[src/rtl/macc_pkg.sv]
// Shared types and constants for the matrix accelerator loader and macc.
// Holds the loader state enum, matrix bit indices and RAM sizing constants.
package macc_pkg;

  typedef enum logic [2:0] {
    IDLE,
    LOAD_A,
    LOAD_B,
    LOAD_C,
    DONE
  } state_t;

  localparam int MAT_A = 2;
  localparam int MAT_B = 1;
  localparam int MAT_C = 0;

  localparam int RAM_ADDR_MSB     = 11;
  localparam int MAT_IDX_SIZE_MSB = 3;

  // First matrix still to load, in A, B, C order.
  function automatic state_t first_load(
    input logic [2:0] mask
  );
    state_t s;
    if (mask[MAT_A])
      s = LOAD_A;
    else if (mask[MAT_B])
      s = LOAD_B;
    else if (mask[MAT_C])
      s = LOAD_C;
    else
      s = DONE;
    return s;
  endfunction

endpackage

[src/rtl/macc_word_counter.sv]
// Per-matrix word counter; wraps to 0 after WORDS accepted beats.
// Ports: CLK, RST, inc, clr in; count, wrap (inc on last word) out.
module macc_word_counter #(
  parameter int WORDS = 4096,
  parameter int CNT_W = (WORDS > 1) ? $clog2(WORDS) : 1
) (
  input  logic             CLK,
  input  logic             RST,
  input  logic             inc,
  input  logic             clr,
  output logic [CNT_W-1:0] count,
  output logic             wrap
);

  assign wrap = inc && (count == CNT_W'(WORDS - 1));

  always_ff @(posedge CLK or posedge RST) begin
    if (RST)
      count <= '0;
    else if (clr)
      count <= '0;
    else if (inc)
      count <= wrap ? '0 : count + 1'b1;
  end

endmodule

[src/rtl/macc_stream_loader.sv]
// Streams 32-bit words into the A/B/C matrix RAMs of the accelerator,
// in A, B, C order, restricted to the matrices selected at start.
// Ports: CLK, RST (async, active high), start, load_mask[2:0] (A,B,C),
//   s_valid/s_ready/s_data stream in, s_last (MACC_LOADER_LAST_CHECK_EN),
//   wen_to_macc[2:0], data_to_macc out, busy, done pulse, err (sticky).
// Macro MACC_LOADER_LAST_CHECK_EN adds s_last framing check driving err.
module macc_stream_loader
  import macc_pkg::*;
#(
  parameter int DATA_W = 32,
  parameter int WORDS  = 4096
) (
  input  logic              CLK,
  input  logic              RST,
  input  logic              start,
  input  logic [2:0]        load_mask,
  input  logic              s_valid,
  output logic              s_ready,
  input  logic [DATA_W-1:0] s_data,
`ifdef MACC_LOADER_LAST_CHECK_EN
  input  logic              s_last,
`endif
  output logic [2:0]        wen_to_macc,
  output logic [DATA_W-1:0] data_to_macc,
  output logic              busy,
  output logic              done,
  output logic              err
);

  localparam int CNT_W = (WORDS > 1) ? $clog2(WORDS) : 1;

  state_t           state;
  state_t           state_nxt;
  logic [2:0]       mask_q;
  logic [2:0]       mask_nxt;
  logic [2:0]       cur_bit;
  logic [CNT_W-1:0] cnt;
  logic             wrap;
  logic             accept;
  logic             start_ok;

  assign accept   = s_valid && s_ready;
  assign start_ok = start && (state == IDLE);

  macc_word_counter #(
    .WORDS (WORDS),
    .CNT_W (CNT_W)
  ) u_cnt (
    .CLK   (CLK),
    .RST   (RST),
    .inc   (accept),
    .clr   (start_ok),
    .count (cnt),
    .wrap  (wrap)
  );

  // State decode kept apart from next-state logic so the
  // s_ready -> accept -> wrap path does not loop through one block.
  always_comb begin
    s_ready = 1'b0;
    busy    = 1'b0;
    cur_bit = 3'b000;
    unique case (state)
      LOAD_A: begin
        s_ready = 1'b1;
        busy    = 1'b1;
        cur_bit = 3'(1 << MAT_A);
      end
      LOAD_B: begin
        s_ready = 1'b1;
        busy    = 1'b1;
        cur_bit = 3'(1 << MAT_B);
      end
      LOAD_C: begin
        s_ready = 1'b1;
        busy    = 1'b1;
        cur_bit = 3'(1 << MAT_C);
      end
      DONE:    busy = 1'b1;
      default: ;
    endcase
  end

  always_comb begin
    state_nxt = state;
    mask_nxt  = mask_q;
    unique case (state)
      IDLE: begin
        if (start) begin
          mask_nxt  = load_mask;
          state_nxt = first_load(load_mask);
        end
      end
      LOAD_A, LOAD_B, LOAD_C: begin
        // Retire the finished matrix, move on without a bubble.
        if (wrap) begin
          mask_nxt  = mask_q & ~cur_bit;
          state_nxt = first_load(mask_nxt);
        end
      end
      DONE:    state_nxt = IDLE;
      default: state_nxt = IDLE;
    endcase
  end

  always_ff @(posedge CLK or posedge RST) begin
    if (RST) begin
      state        <= IDLE;
      mask_q       <= '0;
      wen_to_macc  <= '0;
      data_to_macc <= '0;
      done         <= 1'b0;
    end else begin
      state       <= state_nxt;
      mask_q      <= mask_nxt;
      wen_to_macc <= accept ? cur_bit : 3'b000;
      if (accept)
        data_to_macc <= s_data;
      // done follows the DONE cycle, so it lands as busy drops.
      done <= (state == DONE);
    end
  end

`ifdef MACC_LOADER_LAST_CHECK_EN
  logic last_word;
  assign last_word = (cnt == CNT_W'(WORDS - 1));

  always_ff @(posedge CLK or posedge RST) begin
    if (RST)
      err <= 1'b0;
    else if (start_ok)
      err <= 1'b0;
    else if (accept && (s_last != last_word))
      err <= 1'b1;
  end
`else
  logic unused_cnt;
  assign unused_cnt = ^cnt;
  assign err        = 1'b0;
`endif

endmodule

[config.mk]
export PLATFORM = sky130hd
export DESIGN_NAME = macc_stream_loader
export DESIGN_NICKNAME = d
export VERILOG_FILES = /design/src/rtl/macc_pkg.sv /design/src/rtl/macc_word_counter.sv /design/src/rtl/macc_stream_loader.sv
export SDC_FILE = /design/constraint.sdc
export NUM_CORES = 1
export LEC_CHECK = 0
export ABC_AREA = 1
export CAP_MARGIN = 5
export CORE_MARGIN = 2
export CORE_UTILIZATION = 50
export DETAILED_ROUTE_END_ITERATION = 10
export GPL_TIMING_DRIVEN = 0
export PLACE_DENSITY = 0.83
export REMOVE_ABC_BUFFERS = 1
export SLEW_MARGIN = 20
export SYNTH_ARGS = -nofsm -noshare
export SYNTH_HDL_FRONTEND = slang
export SYNTH_SLANG_ARGS = --single-unit
[constraint.sdc]
create_clock -name CLK -period 4.8 [get_ports CLK]
set_input_delay 0.96 -clock CLK [delete_from_list [all_inputs] [get_ports CLK]]
set_output_delay 0.96 -clock CLK [all_outputs]
set_load 0.02 [all_outputs]
; Word level (Yosys, flattened, before mapping)
; Cells that the tools add are included.
[op_classes]
add_sub_neg = 1
eq_ne = 7
n_mux = 19
bitwise_logic = 2
n_reduce_logical = 10
[ops]
columns = op, n
row1 = 2-to-1 mux 12 bit, 3
row2 = 2-to-1 mux 3 bit, 11
row3 = adder 12 x 1 -> 12 bit (second input constant), 1
row4 = equality test 12 bit (second input constant), 1
row5 = one-hot mux 3 bit (2 select lines), 2
row6 = one-hot mux 3 bit (3 select lines), 1
row7 = equality test 3 x 2 -> 1 bit (second input constant), 2
row8 = nonzero test 2 bit, 2
row9 = OR reduction 4 bit, 1
row10 = bitwise AND 3 bit, 1
row11 = equality test 3 x 1 -> 1 bit (second input constant), 1
row12 = equality test 3 bit (second input constant), 1
row13 = logical AND 1 bit, 3
row14 = logical NOT 3 bit, 1
row15 = inverter 3 bit, 1
row16 = AND reduction 3 bit, 1
row17 = OR reduction 3 bit, 1
row18 = 2-to-1 mux 1 bit, 2
row19 = != test 2 x 1 -> 1 bit (second input constant), 1
row20 = != test 2 bit (second input constant), 1
row21 = AND reduction 2 bit, 1
[word_totals]
register_bits = 54
out_inout_bits = 39
elab_cells = 45

; Depth between registers and ports, before layout
[depth]
word_depth = 9
mapped_depth = 10
mapped_depth_nobuf = 10

; Modules after synthesis
; A second synthesis with hierarchy kept.
[unflattened]
cells_unflattened = 314
area_unflattened_um2 = 2536.2
[modules_own_cells]
columns = mod, n_inst, cells_each, area_each_um2
row1 = macc_stream_loader, 1, 218, 1828.0
row2 = macc_word_counter, 1, 96, 708.2

; Worst setup path after synthesis
; Ideal clock, no wire load.
[synth_timing]
kind = flip-flop to output port
start = register state[1]
end = output port busy
arrival_ns = 1.083
setup_slack_ns = 2.757
path_stages_with_launch = 4
path_buffers = 0
cell_sequence = dfrtp_1 > nor2_1 > nor2_2 > or2_2
[synth_via]
elab_chain_cells = 3
word_cells_on_any_way = 6
[synth_lines]
columns = element, line
row1 = start: declaration, macc_stream_loader.sv:32  ; state_t state;
row2 = start signal: assignment, macc_stream_loader.sv:114  ; state <= state_nxt;
row3 = equality test 3 bit (tied with other cells), macc_stream_loader.sv:63  ; unique case (state)
row4 = OR reduction 4 bit (no source line) *, n/a
row5 = 2-to-1 mux 1 bit *, macc_stream_loader.sv:63
row6 = end: declaration, macc_stream_loader.sv:25  ; output logic busy,
; Mark *: on every way between the ends. The rest lies on a longest branch, timed or not.

; Worst setup path after layout
; Same ends and word-level chain as after synthesis.

==> impl_metrics.ini <==
[logic_synthesis]
syn_inst = 323
syn_area_per_cell_um2 = 7.860
yosysWarnings = 0
synth_seq_area_share_pct = 53.23
synth_cell_types = 33
synth-seq-cells = 54
syn-cell-area_mm2 = 0.002539

[timing]
max_freq_mhz = 348.2
hold_violations = 0
worst_pin_slew_ns = 0.6530
rsz0062_at_grt = false
finalClockSkew_ns = 0.004853
hold_ws_ns = 0.4904
relSlewSlack_pct = 56.46
setup_viol = 0
layout_min_cycle_time_ns = 2.872
setup_tns_ns = 0
maxSlewViolCount = 0
post-route-period-util_pct = 59.84

[clock_network]
cts.repair.resized = 0
cts_buffers = 5
clock_sinks = 54
cts.clk_slew.worst_paths_ns = 0.10
tritoncts = yes
root_buffer = clkbuf_8
hold_buffers = 0
htreeDepth = 2
cts_buffer_depth = 2
postCtsSetupBuffers = 0
clock_latency_ns = 0.31

[floorplan]
io_pins = 78
start_util_pct = 52.70
die_h_um = 75.26
core_area_mm2 = 0.004817
die_w_um = 75.26
die_area_mm2 = 0.005663
placement_rows = 25

[detailed_routing]
route.vias.total = 2290
dr.pass1.iters = 4
drt-wirelength-per-cell_um = 12.47
final_antenna_net_count = 0
drc = 0
drt-total-wl_um = 5798
via_per_inst = 4.925
drt_iter0_drc = 166

[critical_path]
critPathCaptureType = output port
cpMaxStageDelayCell = clkdlybuf4s50_1
critical_path.cell_chain = nor2_1 > nor2_2 > or2_2 > clkdlybuf4s50_1
critPathKind = reg2out
crit_arrival_ns = 1.91
startpoint_type = flop
crit_path_max_fanout = 9
required_ns = 3.84
max_stage_delay_ns = 0.54

[place]
gp_congestion = 0.8796
hpwl_um = 4103
io_buffers = 76

[cells_and_area]
area_growth_pct = 35.78
drive_above_1_share_pct = 8.040
regArea_mm2 = 0.001351
multiInputGateArea_mm2 = 0.001026
nets = 437
num-fill-cells = 385
antenna_cells = 0

[grt]
grt_pass1_wl_um = 9853
antenna_found_initial = 0
grt_max_degree = 55
grt_util_all_layers_pct = 22.89
first_global_vias = 2212
globalRoute.totalOverflow = 0

[status]
status = finished clean

[power_and_ir_drop]
power_density_mw_per_mm2 = 577.4
p_leak_uw = 0.001704
peakVddDrop_v = 0.0003617

[worst_hold_path]
hold_class = reg2reg

[run]
maxCapViolations = 0
## synth_stat cells
| master | n | share of area, % |
|---|---|---|
| buf_6 | 1 | 0.44 |
| nor3_2 | 2 | 0.79 |
| nand2_2 | 5 | 1.2 |
| buf_4 | 1 | 0.30 |
| clkbuf_1 | 1 | 0.15 |
| nand3_4 | 1 | 0.69 |
| inv_1 | 22 | 3.3 |
| a31oi_1 | 1 | 0.25 |
| nor3_1 | 3 | 0.59 |
| or2_2 | 1 | 0.25 |
| buf_2 | 3 | 0.59 |
| ha_1 | 1 | 0.49 |
| and2_1 | 1 | 0.25 |
| inv_2 | 5 | 0.74 |
| dfrtp_1 | 54 | 53 |
| a21oi_1 | 5 | 0.99 |
| nand4_2 | 1 | 0.49 |
| a31o_2 | 1 | 0.35 |
| nor2_4 | 1 | 0.44 |
| nand3_2 | 1 | 0.39 |
| nand2_4 | 1 | 0.44 |
| buf_1 | 2 | 0.30 |
| o21ai_0 | 8 | 1.6 |
| o22ai_1 | 1 | 0.25 |
| o21ai_1 | 2 | 0.39 |
| nor2_1 | 24 | 3.5 |
| nand2_1 | 152 | 22 |
| nand4_1 | 3 | 0.74 |
| conb_1 | 1 | 0.15 |
| nor2_2 | 3 | 0.74 |
| nand3_1 | 13 | 2.6 |
| a21oi_2 | 1 | 0.35 |
| buf_8 | 1 | 0.59 |
## final cells by class
| class | count | area share, % |
|---|---|---|
| inverters | 27 | 3.013 |
| clock inverters | 2 | 1.125 |
| flip-flops and latches | 54 | 39.20 |
| clock buffers | 6 | 2.396 |
| multi-input cells | 233 | 29.76 |
| repair buffers | 76 | 22.07 |
| well taps | 67 | 2.432 |
## state kept, by name, indices dropped and copies added, names as in the netlist
name	count
done	1
u_cnt.count	12
wen_to_macc	3
state	3
data_to_macc	32
mask_q	3
## worst max-delay path: cells and delay by family, from the launching register on
kind / cells / cell delay, ns
buffers and inverters: 1 / 0.54
DFF: 1 / 0.45
and+or+nand+nor: 3 / 0.63
## path summary, 6_finish.rpt
check,from,to,slack (ns),depth (start not counted)
max,state[1],busy,1.93,4
min,data_to_macc[23],data_to_macc[23],0.49,2
max reg2reg,state[1],u_cnt.count[1],2.85,6
min reg2reg,data_to_macc[23],data_to_macc[23],0.49,2
max in group asynchronous,RST,u_cnt.count[4],3.27,2
min in group asynchronous,RST,data_to_macc[18],1.09,2
## cell families (layout without fill, tap and decap cells)
logic type               Yosys count  in the layout  share of synthesized area, %
other                              1              1                        0.1477
buffers and inverters             36            111                         6.358
adder cells (fa/ha/maj)            1              1                        0.4928
AO/OA/AOI/OAI                     19             19                         4.140
AND/OR/NAND/NOR                  212            212                         35.63
flip-flops                        54             54                         53.23
## routing by layer
layer | track usage, % | share of wire [%] | vias up
met3 | 3.347 | 5.5 | 10
met1 | 27.53 | 41 | 1074
met4 | 7.018 | 1.8 | 0
li1 | - | - | 1138
met2 | 42.30 | 51 | 68
met5 | 0 | 0 | -
## cells in the final DEF (no fill, tap or decap), drive strengths merged
cell and count:
nand2 158, clkdlybuf4s50 76, dfrtp 54, nor2 28, inv 28, nand3 15, o21ai 10, clkbuf 6
a21oi 6, nor3 5, nand4 4, a31o 1, a31oi 1, and2 1, or2 1, o22ai 1
ha 1, conb 1, bufinv 1
## power by group
group	switching, uW	leakage, uW	total, uW	internal [uW]
logic	556	0.000945	955	399
clock network	153	0.0000618	324	172
registers	95.6	0.000698	711	615
## stage by stage
step / std cells / total power (uW) / util (%) / area [um^2] / setup WS (ns)
3_5_place_dp: 457 / 1679 / 69.04 / 3326 / 1.881
6_report: 465 / 1990 / 71.56 / 3447 / 1.928
5_1_grt: 465 / 2131 / 71.56 / 3447 / 1.785
2_1_floorplan: 314 / 1246 / - / 2479 / 2.525
3_3_place_gp: 457 / 1655 / 68.99 / 3323 / 1.508
4_1_cts: 465 / 2005 / 71.56 / 3447 / 1.915
No activity file was read; power rests on OpenSTA's default activity.
